### src/rtl/prim_sync_req_pkg.sv
// Shared types and constants for the source end of the req/ack handshake.
package prim_sync_req_pkg;

    // Handshake state; 2'b11 is never produced and is treated as IDLE.
    typedef enum logic [1:0] {
        IDLE    = 2'b00,
        REQ     = 2'b01,
        ACK_LOW = 2'b10
    } sync_req_state_e;

    // Number of flops in the ack synchronizer.
    localparam int unsigned SyncDepth = 2;

endpackage

### src/rtl/prim_flop_2sync.sv
// Multi-flop synchronizer for a signal arriving from another clock domain.
module prim_flop_2sync
    import prim_sync_req_pkg::*;
#(
    parameter int unsigned         Width      = 16,
    parameter logic [Width-1:0]    ResetValue = '0
) (
    input  logic             clk_i,
    input  logic             rst_ni,
    input  logic [Width-1:0] d_i,
    output logic [Width-1:0] q_o
);

    logic [Width-1:0] stages [SyncDepth];

    // Shift the asynchronous input through the synchronizer chain.
    always_ff @(posedge clk_i or negedge rst_ni) begin
        if (!rst_ni) begin
            for (int unsigned i = 0; i < SyncDepth; i++) begin
                stages[i] <= ResetValue;
            end
        end else begin
            stages[0] <= d_i;
            for (int unsigned i = 1; i < SyncDepth; i++) begin
                stages[i] <= stages[i-1];
            end
        end
    end

    assign q_o = stages[SyncDepth-1];

endmodule

### src/rtl/prim_sync_req_src.sv
// Source end of a 4-phase req/ack CDC handshake: captures one word from a
// valid/ready producer, holds it on data_o and runs req up / ack up /
// req down / ack down before accepting the next word.
module prim_sync_req_src
    import prim_sync_req_pkg::*;
#(
    parameter int unsigned      Width         = 16,
    parameter logic [Width-1:0] ResetValue    = '0,
    parameter int unsigned      TimeoutCycles = 0
) (
    input  logic             clk_i,
    input  logic             rst_i,
    input  logic             valid_i,
    output logic             ready_o,
    input  logic [Width-1:0] data_i,
    output logic             req_o,
    output logic [Width-1:0] data_o,
    input  logic             ack_i,
    output logic             done_o,
    output logic             busy_o,
    output logic             timeout_o
);

    localparam int unsigned CntW =
        (TimeoutCycles > 0) ? $clog2(TimeoutCycles + 1) : 1;
    // Count value seen during the last allowed REQ cycle; the edge that ends
    // that cycle raises timeout_o.
    localparam logic [CntW-1:0] CntLast =
        (TimeoutCycles > 0) ? CntW'(TimeoutCycles - 1) : '0;

    sync_req_state_e  state, state_n;
    logic             req_n, done_n, timeout_n;
    logic [Width-1:0] data_n;
    logic [CntW-1:0]  count, count_n;
    logic             ack_s;

    prim_flop_2sync #(
        .Width      (1),
        .ResetValue (1'b0)
    ) u_ack_sync (
        .clk_i  (clk_i),
        .rst_ni (~rst_i),
        .d_i    (ack_i),
        .q_o    (ack_s)
    );

    // Next-state and next-output logic for the handshake.
    always_comb begin
        state_n   = IDLE;
        req_n     = 1'b0;
        done_n    = 1'b0;
        timeout_n = timeout_o;
        data_n    = data_o;
        count_n   = count;
        case (state)
            REQ: begin
                state_n = REQ;
                req_n   = 1'b1;
                count_n = (count == '1) ? count : count + 1'b1;
                if ((TimeoutCycles > 0) && (count == CntLast)) begin
                    timeout_n = 1'b1;
                end
                if (ack_s) begin
                    req_n   = 1'b0;
                    state_n = ACK_LOW;
                end
            end
            ACK_LOW: begin
                state_n = ACK_LOW;
                if (!ack_s) begin
                    state_n = IDLE;
                    done_n  = 1'b1;
                end
            end
            default: begin
                // IDLE, and the unused encoding recovering into IDLE; an
                // early ack_s here is ignored.
                if (valid_i) begin
                    data_n  = data_i;
                    req_n   = 1'b1;
                    count_n = '0;
                    state_n = REQ;
                end
            end
        endcase
    end

    // State and registered outputs.
    always_ff @(posedge clk_i or posedge rst_i) begin
        if (rst_i) begin
            state     <= IDLE;
            req_o     <= 1'b0;
            done_o    <= 1'b0;
            timeout_o <= 1'b0;
            count     <= '0;
            data_o    <= ResetValue;
        end else begin
            state     <= state_n;
            req_o     <= req_n;
            done_o    <= done_n;
            timeout_o <= timeout_n;
            count     <= count_n;
            data_o    <= data_n;
        end
    end

    assign ready_o = (state != REQ) && (state != ACK_LOW);
    assign busy_o  = ~ready_o;

endmodule
### config.mk
export PLATFORM = sky130hd
export DESIGN_NAME = prim_sync_req_src
export DESIGN_NICKNAME = d
export VERILOG_FILES = /design/src/rtl/prim_sync_req_pkg.sv /design/src/rtl/prim_flop_2sync.sv /design/src/rtl/prim_sync_req_src.sv
export SDC_FILE = /design/constraint.sdc
export NUM_CORES = 1
export LEC_CHECK = 0
export ABC_AREA = 1
export BUFFER_PORTS_ARGS = -buffer_cell sky130_fd_sc_hd__buf_2
export CORE_MARGIN = 5
export CORE_UTILIZATION = 44
export DETAILED_ROUTE_END_ITERATION = 10
export HOLD_SLACK_MARGIN = 0.1
export PLACE_DENSITY = 0.76
export SKIP_CTS_REPAIR_TIMING = 1
export SYNTH_ARGS = -nofsm -noshare
export SYNTH_HDL_FRONTEND = slang
export SYNTH_SLANG_ARGS = --single-unit
### constraint.sdc
create_clock -name clk_i -period 1.3 [get_ports clk_i]
set_input_delay 0.13 -clock clk_i [delete_from_list [all_inputs] [get_ports clk_i]]
set_output_delay 0.13 -clock clk_i [all_outputs]
set_load 0.005 [all_outputs]
==> metrics.md, run 1 <==
| Metric | Value |
|---|---|
| Sequential area share after synthesis | `59.1%` |
| Reg2Reg Setup Slack | `-40 ps` |
| Cell area after synthesis | `around 890 um2` |
| Die Area | `3020 um2` |
| Fill count | `~150` |
| Tightest Hold Check Type | `in2reg` |
| Worst-Skew Late Latency | `a little under 300 ps` |
| ANT nets after route | `0` |
| Crit path max fanout | `3` |
| Die height | `~55 um` |
| Cells after synthesis | `91` |
| Rows | `16` |
| Fin util | `69.5%` |
| Global-route wire length before repair | `between 2000 and 3000 um` |
| Worst clock skew | `a little under 2 ps` |
| Crit Reg-Reg Startpoint | `state[0]` |
| Pin count of the biggest net entering global routing | `22` |
| DRC errors left | `0` |
| Worst EP required | `about 1200 ps` |
| Clock share of power | `around 11%` |
| Sw Share | `a little under two fifths` |
| Die X | `~55 um` |
| FF+latch count, synth | `21` |
| Synth-to-layout area growth | `51.6%` |
| Post-DP HPWL | `~1400 um` |
| RSZ-0062 raised after global routing | `yes` |
| Fmax | `between 700 and 800 MHz` |
| ANT cells | `0` |
| R2R depth | `7` |
| Cells along the critical path | `inv_2 > ha_4 > buf_12 > inv_4 > buf_6` |
| VDD IR max | `1.19 mV` |
| GR Util All Layers | `13.4%` |
| Initial DRC Count | `8` |
| WL per Instance | `~12 um` |
| Endpoints failing hold | `0` |
| Port bufs | `39` |
| Max Cap Violations | `0` |
| Worst setup SP type | `flip-flop` |
| Nets | `approximately 170` |
| Drt pass-1 iters | `4` |
| Share of power burned in combinational logic | `about half` |
| Sequential power share | `39.1%` |
| IO Count | `between 40 and 50` |
| Period utilisation layout | `107%` |
| Remaining Overflow, GRT | `0` |
| Critical path type | `reg2out` |
| Clock sink count | `21` |
| Max stage delay on crit path | `around 400 ps` |
| Starting density of the core | `a little under half` |
| Final setup margin | `-87.1 ps` |
| Vias per cell | `around 4.5` |
| Failing checks | `setup timing` |
| Drt total wl | `approximately 2100 um` |
| Core footprint | `a little under 2000 um2` |
| Power per cell area | `~2000 nW/um2` |
| Internal | `approximately 1.7 mW` |
| Hold Worst Slack | `296 ps` |
| Capturing point of the worst reg2reg path | `data_o[15]` |
| TritonCTS clock tree | `built` |
| Clock Tree Buf Depth | `2` |
| Endpoints failing setup | `18` |
| GP Congestion | `0.656` |
| TritonCTS Buffers | `3` |
| YS warnings | `0` |
| Post-Synthesis Mean Instance Area | `a little under 10 um2` |
| Syn Nets | `113` |
| Pins Over Slew Limit | `0` |
| Critical Path End | `busy_o` |
| Number of global-route vias before repair | `roughly 690` |
| Worst setup path start | `state[0]` |
| Post-layout minimum cycle time | `around 1400 ps` |
| Clock root buffer | `clkbuf_4` |
| Sw power | `approximately 1.0 mW` |
| Total power | `2.76 mW` |
| CP arrival | `about 1300 ps` |
| Clock transition at path regs | `around 110 ps` |
| HP Start | `valid_i` |
| Leak | `~0.74 nW` |
| Layout cell share with drive strength beyond 1 | `between 30% and 40%` |
| Pre-CTS setup slack | `between 10 and 15 ps` |
| Outcome | `complete, but fails checks` |
| Crit path max-delay cell type | `dfrtp_1` |
| Initial antenna violation count | `0` |
| Synth cell types | `12` |
| Via count | `808` |
| H-tree levels | `1` |
| Setup crit end kind | `output pin` |
-- power by group through the flow --
stage                     Sequential [mW]  Clock (mW)  Combinational (mW)
final                                1.08       0.306                1.38
after detailed placement             1.08           0                1.11
after global routing                 1.12       0.349                1.55
after global placement               1.08           0                1.08
after CTS                            1.07       0.311                1.11
after floorplan                      1.10           0               0.672
-- cell usage after synthesis --
master | number | share of area [%]
ha_1 | 2 | 2.8
nor2_1 | 4 | 1.7
nand2_1 | 34 | 14
conb_1 | 1 | 0.42
dfrtp_1 | 21 | 59
inv_1 | 5 | 2.1
nand2_2 | 1 | 0.70
buf_4 | 1 | 0.84
buf_6 | 4 | 5.1
nand2_8 | 1 | 2.3
nand3_1 | 16 | 9.0
buf_8 | 1 | 1.7
-- critical path: cells and delay by family (launching register included) --
family                     cells  cell delay [ps]
DFF                            1              400
adders and majority gates      1              270
buffers and inverters          4              290
-- registers in the layout, indices dropped and copies added, names as in the netlist --
name	flops
state	2
u_ack_sync.q_o	1
done_o	1
u_ack_sync.stages	1
data_o	16
-- cells by family after synthesis --
kind of cell / Yosys count / synth area share [%]
buffers and inverters: 11 / 9.70
adder cells (fa/ha/maj): 2 / 2.81
AND/OR/NAND/NOR: 56 / 28.0
other: 1 / 0.422
flip-flops: 21 / 59.1
-- worst min-delay path by stage --
stage	endpoint	cells after the start	slack, ps
final	data_o[13]	3	300
after floorplan	data_o[0]	1	110
after global routing	data_o[8]	3	300
after detailed placement	u_ack_sync.q_o	3	170
after global placement	u_ack_sync.q_o	3	160
after CTS	u_ack_sync.q_o	3	-160
-- cell usage in the layout, fill, tap and decap left out --
cell and instances:
dlygate4sd3_1 18, buf_6 1, ha_1 1, nand2_1 34, nand3_1 16, inv_2 1
nand2_8 2, dfrtp_1 21, clkbuf_4 3, buf_12 1, ha_4 1, buf_4 2
clkbuf_1 1, conb_1 1, buf_8 1, inv_1 3, inv_4 1, nor2_1 4
buf_2 38, nand2_2 1
-- stage by stage --
step           TNS [ps]  instances  instance area, um2
6_report           -463        178                1350
5_1_grt           -1820        178                1350
4_1_cts            -502        157                1100
3_5_place_dp          0        153                1080
3_3_place_gp          0        153                1080
2_1_floorplan         0         91                 890
-- cell type report --
cell class	instances	area (um2)	area share, %
timing repair buffer	61	432	32.0
clock buffer	4	26.3	1.95
tap	27	33.8	2.50
sequential	21	526	39.0
inverter	5	21.3	1.58
multi-input combinational	60	310	23.0
-- per-layer routing --
layer	vias to the layer above	wire [um]	GRT usage, %
met4	0	11	6.07
li1	404	-	-
met1	376	896	17.0
met2	26	1050	21.7
met3	2	135	3.22
met5	-	0	0
Note: power is estimated with default switching activity, not from simulation.
==> run 2, diff against run 1 <==
RECOVER_POWER = 100   (was not set)
==> metrics.md, run 2 (synthesized netlist as in run 1, its figures left out) <==
| Metric | Value |
|---|---|
| Initial antenna violation count | `0` |
| Core footprint | `approximately 1900 um2` |
| Fin util | `~69%` |
| Crit path max-delay cell type | `dfrtp_1` |
| Final setup margin | `-86.9 ps` |
| Vias per cell | `around 4.5` |
| Port bufs | `39` |
| Max stage delay on crit path | `400 ps` |
| Pins Over Slew Limit | `0` |
| Failing checks | `setup timing` |
| HP Start | `valid_i` |
| Drt total wl | `2100 um` |
| Setup crit end kind | `output pin` |
| Post-DP HPWL | `roughly 1400 um` |
| Endpoints failing hold | `0` |
| Worst-Skew Late Latency | `290 ps` |
| Die Area | `3020 um2` |
| Nets | `between 150 and 200` |
| Worst clock skew | `1.86 ps` |
| WL per Instance | `~12 um` |
| CP arrival | `around 1300 ps` |
| Crit Reg-Reg Startpoint | `state[0]` |
| Max reg flops | `16` |
| GR Util All Layers | `13.4%` |
| Worst Hold Depth | `3` |
| TritonCTS clock tree | `built` |
| Die X | `between 50 and 60 um` |
| Max Cap Violations | `0` |
| Endpoints failing setup | `18` |
| Biggest register | `data_o` |
| Total power | `2.76 mW` |
| RSZ-0062 raised after global routing | `yes` |
| H-tree levels | `1` |
| GP Congestion | `approximately 0.66` |
| Via count | `roughly 800` |
| Number of global-route vias before repair | `slightly below 700` |
| Post-layout minimum cycle time | `about 1400 ps` |
| DRC errors left | `0` |
| Period utilisation layout | `107%` |
| R2R depth | `7` |
| Hold endpoint | `data_o[13]` |
| Most common cell after layout, fill and taps aside | `buf_2` |
| Clock Tree Buf Depth | `2` |
| Starting density of the core | `between 40 and 50%` |
| Global-route wire length before repair | `2840 um` |
| Fmax | `roughly 720 MHz` |
| Reg2Reg Setup Slack | `-40 ps` |
| Critical path's top delay family | `flip-flops` |
| Power per cell area | `a little over 2000 nW/um2` |
| Worst setup SP type | `flip-flop` |
| Initial DRC Count | `8` |
| Rows | `16` |
| Most frequent cells in the layout | `38 x buf_2, 34 x nand2_1, 21 x dfrtp_1, 18 x dlygate4sd3_1, 16 x nand3_1` |
| Leak | `0.735 nW` |
| VDD IR max | `1.19 mV` |
| TritonCTS Buffers | `3` |
| Remaining Overflow, GRT | `0` |
| Tightest Hold Check Type | `in2reg` |
| Pre-CTS setup slack | `around 15 ps` |
| ANT cells | `0` |
| Clock sink count | `21` |
| ANT nets after route | `0` |
| Clock transition at path regs | `approximately 110 ps` |
| Layout cell share with drive strength beyond 1 | `between 30% and 40%` |
| IO Count | `slightly above 40` |
| Synth-to-layout area growth | `51.3%` |
| Buffers and inverters on the worst path | `4` |
| Top Registers | `data_o (16), state (2)` |
| Cells along the critical path | `inv_2 > ha_4 > buf_12 > inv_4 > buf_6` |
| Die height | `55.0 um` |
| Outcome | `complete, but fails checks` |
| Worst EP required | `roughly 1200 ps` |
| Crit path max fanout | `3` |
| Critical path type | `reg2out` |
| Pin count of the biggest net entering global routing | `22` |
| Drt pass-1 iters | `4` |
| Clock root buffer | `clkbuf_4` |
| Capturing point of the worst reg2reg path | `data_o[15]` |
## run 2: cell types whose count changed in the layout (fill, tap and decap cells not counted)
| cell | delta |
|---|---|
| buf_4 | -1 |
| clkbuf_2 | +1 |
## run 2: final cells by class
| type | count | area (um2) |
|---|---|---|
| multi-input combinational | 60 | 310 |
| timing repair buffer | 61 | 429 |
| inverter | 5 | 21.3 |
| tap | 27 | 33.8 |
| fill | 151 | 596 |
| clock buffer | 4 | 26.3 |
| sequential | 21 | 526 |
## run 2: worst max path at each step
stage / slack (ps) / cells past startpoint / start / endpoint
5_1_grt: -150 / 5 / state[0] / busy_o
3_3_place_gp: 80 / 6 / state[0] / data_o[5]
6_report: -90 / 5 / state[0] / busy_o
2_1_floorplan: 40 / 7 / state[0] / data_o[10]
3_5_place_dp: 10 / 6 / state[0] / data_o[15]
4_1_cts: -270 / 5 / state[0] / busy_o
## run 2: layer usage
metal,up-vias,track usage (%),share of wire (%)
li1,404,-,-
met1,371,17.0,43
met2,27,21.7,50
met5,-,0,0
met4,0,6.07,0.52
met3,2,3.22,6.6
## run 2: power breakdown
group,internal [mW],switching (mW)
combinational,0.681,0.693
clock,0.119,0.187
sequential,0.923,0.158
## run 2: tightest hold or removal path, cell delays in order
cell	delay, ps
buf_2	250
nand3_1	140
nand2_1	50
## run 2: metrics by stage
step	hold slack [ps]	TNS [ps]	instances	cell area, um2
floorplan	107	0	91	890
finish	296	-460	178	1350
global route	300	-1820	178	1350
detailed placement	172	0	153	1080
global placement	163	0	153	1080
CTS	-159	-502	157	1100
==> run 3, diff against run 2 <==
MAX_ROUTING_LAYER = met4   (was not set)
==> metrics.md, run 3 (synthesized netlist as in run 1, its figures left out) <==
| Metric | Value |
|---|---|
| Worst setup SP type | `flip-flop` |
| Tightest Hold Check Type | `in2reg` |
| Clock transition at path regs | `110 ps` |
| Worst clock skew | `a little under 2 ps` |
| Most frequent cells in the layout | `38 x buf_2, 34 x nand2_1, 21 x dfrtp_1, 18 x dlygate4sd3_1, 16 x nand3_1` |
| Internal | `1.72 mW` |
| Port bufs | `39` |
| Via count | `808` |
| Rows | `16` |
| VDD IR max | `between 1 and 1.5 mV` |
| Worst-Skew Late Latency | `290 ps` |
| Period utilisation layout | `107%` |
| Endpoints failing setup | `18` |
| Top Registers | `data_o (16), state (2)` |
| Starting density of the core | `45.8%` |
| Crit path max fanout | `3` |
| Endpoints failing hold | `0` |
| ANT cells | `0` |
| WL per Instance | `around 12 um` |
| Clock root buffer | `clkbuf_4` |
| Die X | `between 50 and 60 um` |
| Final setup margin | `-87.1 ps` |
| Power per cell area | `between 2000 and 2500 nW/um2` |
| Remaining Overflow, GRT | `0` |
| Synth-to-layout area growth | `51.3%` |
| Setup crit end kind | `output pin` |
| Fin util | `a little under 70%` |
| TritonCTS clock tree | `built` |
| Area taken by multi-input logic gates | `310 um2` |
| Outcome | `complete, but fails checks` |
| Max stage delay on crit path | `about 400 ps` |
| Sequential power share | `between 30% and 40%` |
| Clock sink count | `21` |
| Fmax | `slightly above 700 MHz` |
| DRC errors left | `0` |
| Nets | `roughly 170` |
| Leak | `around 0.74 nW` |
| Initial antenna violation count | `0` |
| Pins Over Slew Limit | `0` |
| Initial DRC Count | `8` |
| Global-route wire length before repair | `around 2800 um` |
| Biggest register | `data_o` |
| Post-layout minimum cycle time | `1390 ps` |
| TritonCTS Buffers | `3` |
| CP arrival | `between 1000 and 1500 ps` |
| Clock Tree Buf Depth | `2` |
| Critical path type | `reg2out` |
| IO Count | `41` |
| Die height | `roughly 55 um` |
| Critical path's top delay family | `flip-flops` |
| Dpl cells | `153` |
| Drt total wl | `roughly 2100 um` |
| Vias per cell | `roughly 4.5` |
| GR Util All Layers | `between 10% and 20%` |
| GP Congestion | `0.662` |
| Failing checks | `setup timing` |
| Crit path max-delay cell type | `dfrtp_1` |
| Clock share of power | `between 10% and 20%` |
| Max Cap Violations | `0` |
| Die Area | `3020 um2` |
| Number of global-route vias before repair | `between 600 and 700` |
| ANT nets after route | `0` |
| Sw Share | `between 30% and 40%` |
| Non-Filler Instances | `~180` |
| H-tree levels | `1` |
| Core footprint | `roughly 2000 um2` |
| RSZ-0062 raised after global routing | `yes` |
| Drt pass-1 iters | `4` |
| Worst EP required | `roughly 1200 ps` |
| Fill count | `151` |
| Share of power burned in combinational logic | `approximately half` |
| Register Area | `526 um2` |
| Most common cell after layout, fill and taps aside | `buf_2` |
| Max reg flops | `16` |
| Pin count of the biggest net entering global routing | `22` |
| Sw power | `between 1 and 1.5 mW` |
| Buffers and inverters on the worst path | `4` |
| Cells along the critical path | `inv_2 > ha_4 > buf_12 > inv_4 > buf_6` |
| Post-DP HPWL | `about 1400 um` |
| Layout cell share with drive strength beyond 1 | `between 30% and 40%` |
## run 3: cell counts in the layout (fill, tap and decap cells not counted)
Identical to the previous run, type by type.
## run 3: cell type report
type                            instances  area share, %
Clock buffer                            4           1.95
Tap cell                               27           2.51
Multi-Input combinational cell         60           23.0
Inverter                                5           1.58
Timing Repair Buffer                   61           31.9
Sequential cell                        21           39.0
## run 3: path summary, 6_finish.rpt
check	start	to	slack, ps	cells past startpoint
worst min register to register	u_ack_sync.stages[1]	u_ack_sync.q_o	370	0
worst max-delay path	state[0]	busy_o	-90	5
max in group asynchronous	rst_i	data_o[13]	500	4
min in group asynchronous	rst_i	u_ack_sync.stages[1]	470	4
worst max register to register	state[0]	data_o[15]	-40	7
worst min-delay path	valid_i	data_o[13]	300	3
## run 3: per-layer routing
metal  vias to the layer above  track usage, %  wire (um)
met2                        26            21.7       1050
met3                         2            2.41        127
li1                        404               -          -
met1                       376            17.6        904
met4                         0            6.07         11
met5                         -               -          0
## run 3: power groups by stage
stage | clock [mW] | sequential, mW | combinational (mW)
final | 0.306 | 1.08 | 1.38
after global routing | 0.349 | 1.12 | 1.55
after CTS | 0.311 | 1.07 | 1.11
after detailed placement | 0 | 1.08 | 1.11
after global placement | 0 | 1.08 | 1.08
after floorplan | 0 | 1.10 | 0.672
## run 3: stage by stage
stage	hold slack, ps	cell area (um2)	setup slack, ps	total power, mW	setup TNS, ps
finish	296	1350	-87.1	2.76	-466
global route	300	1350	-151	3.02	-1820
CTS	-159	1100	-275	2.50	-502
detailed placement	172	1080	14.6	2.20	0
global placement	163	1080	85.0	2.16	0
floorplan	107	890	35.4	1.77	0
## run 3: worst min-delay path: stages
cell and delay (ps):
buf_2 250, nand3_1 140, nand2_1 50
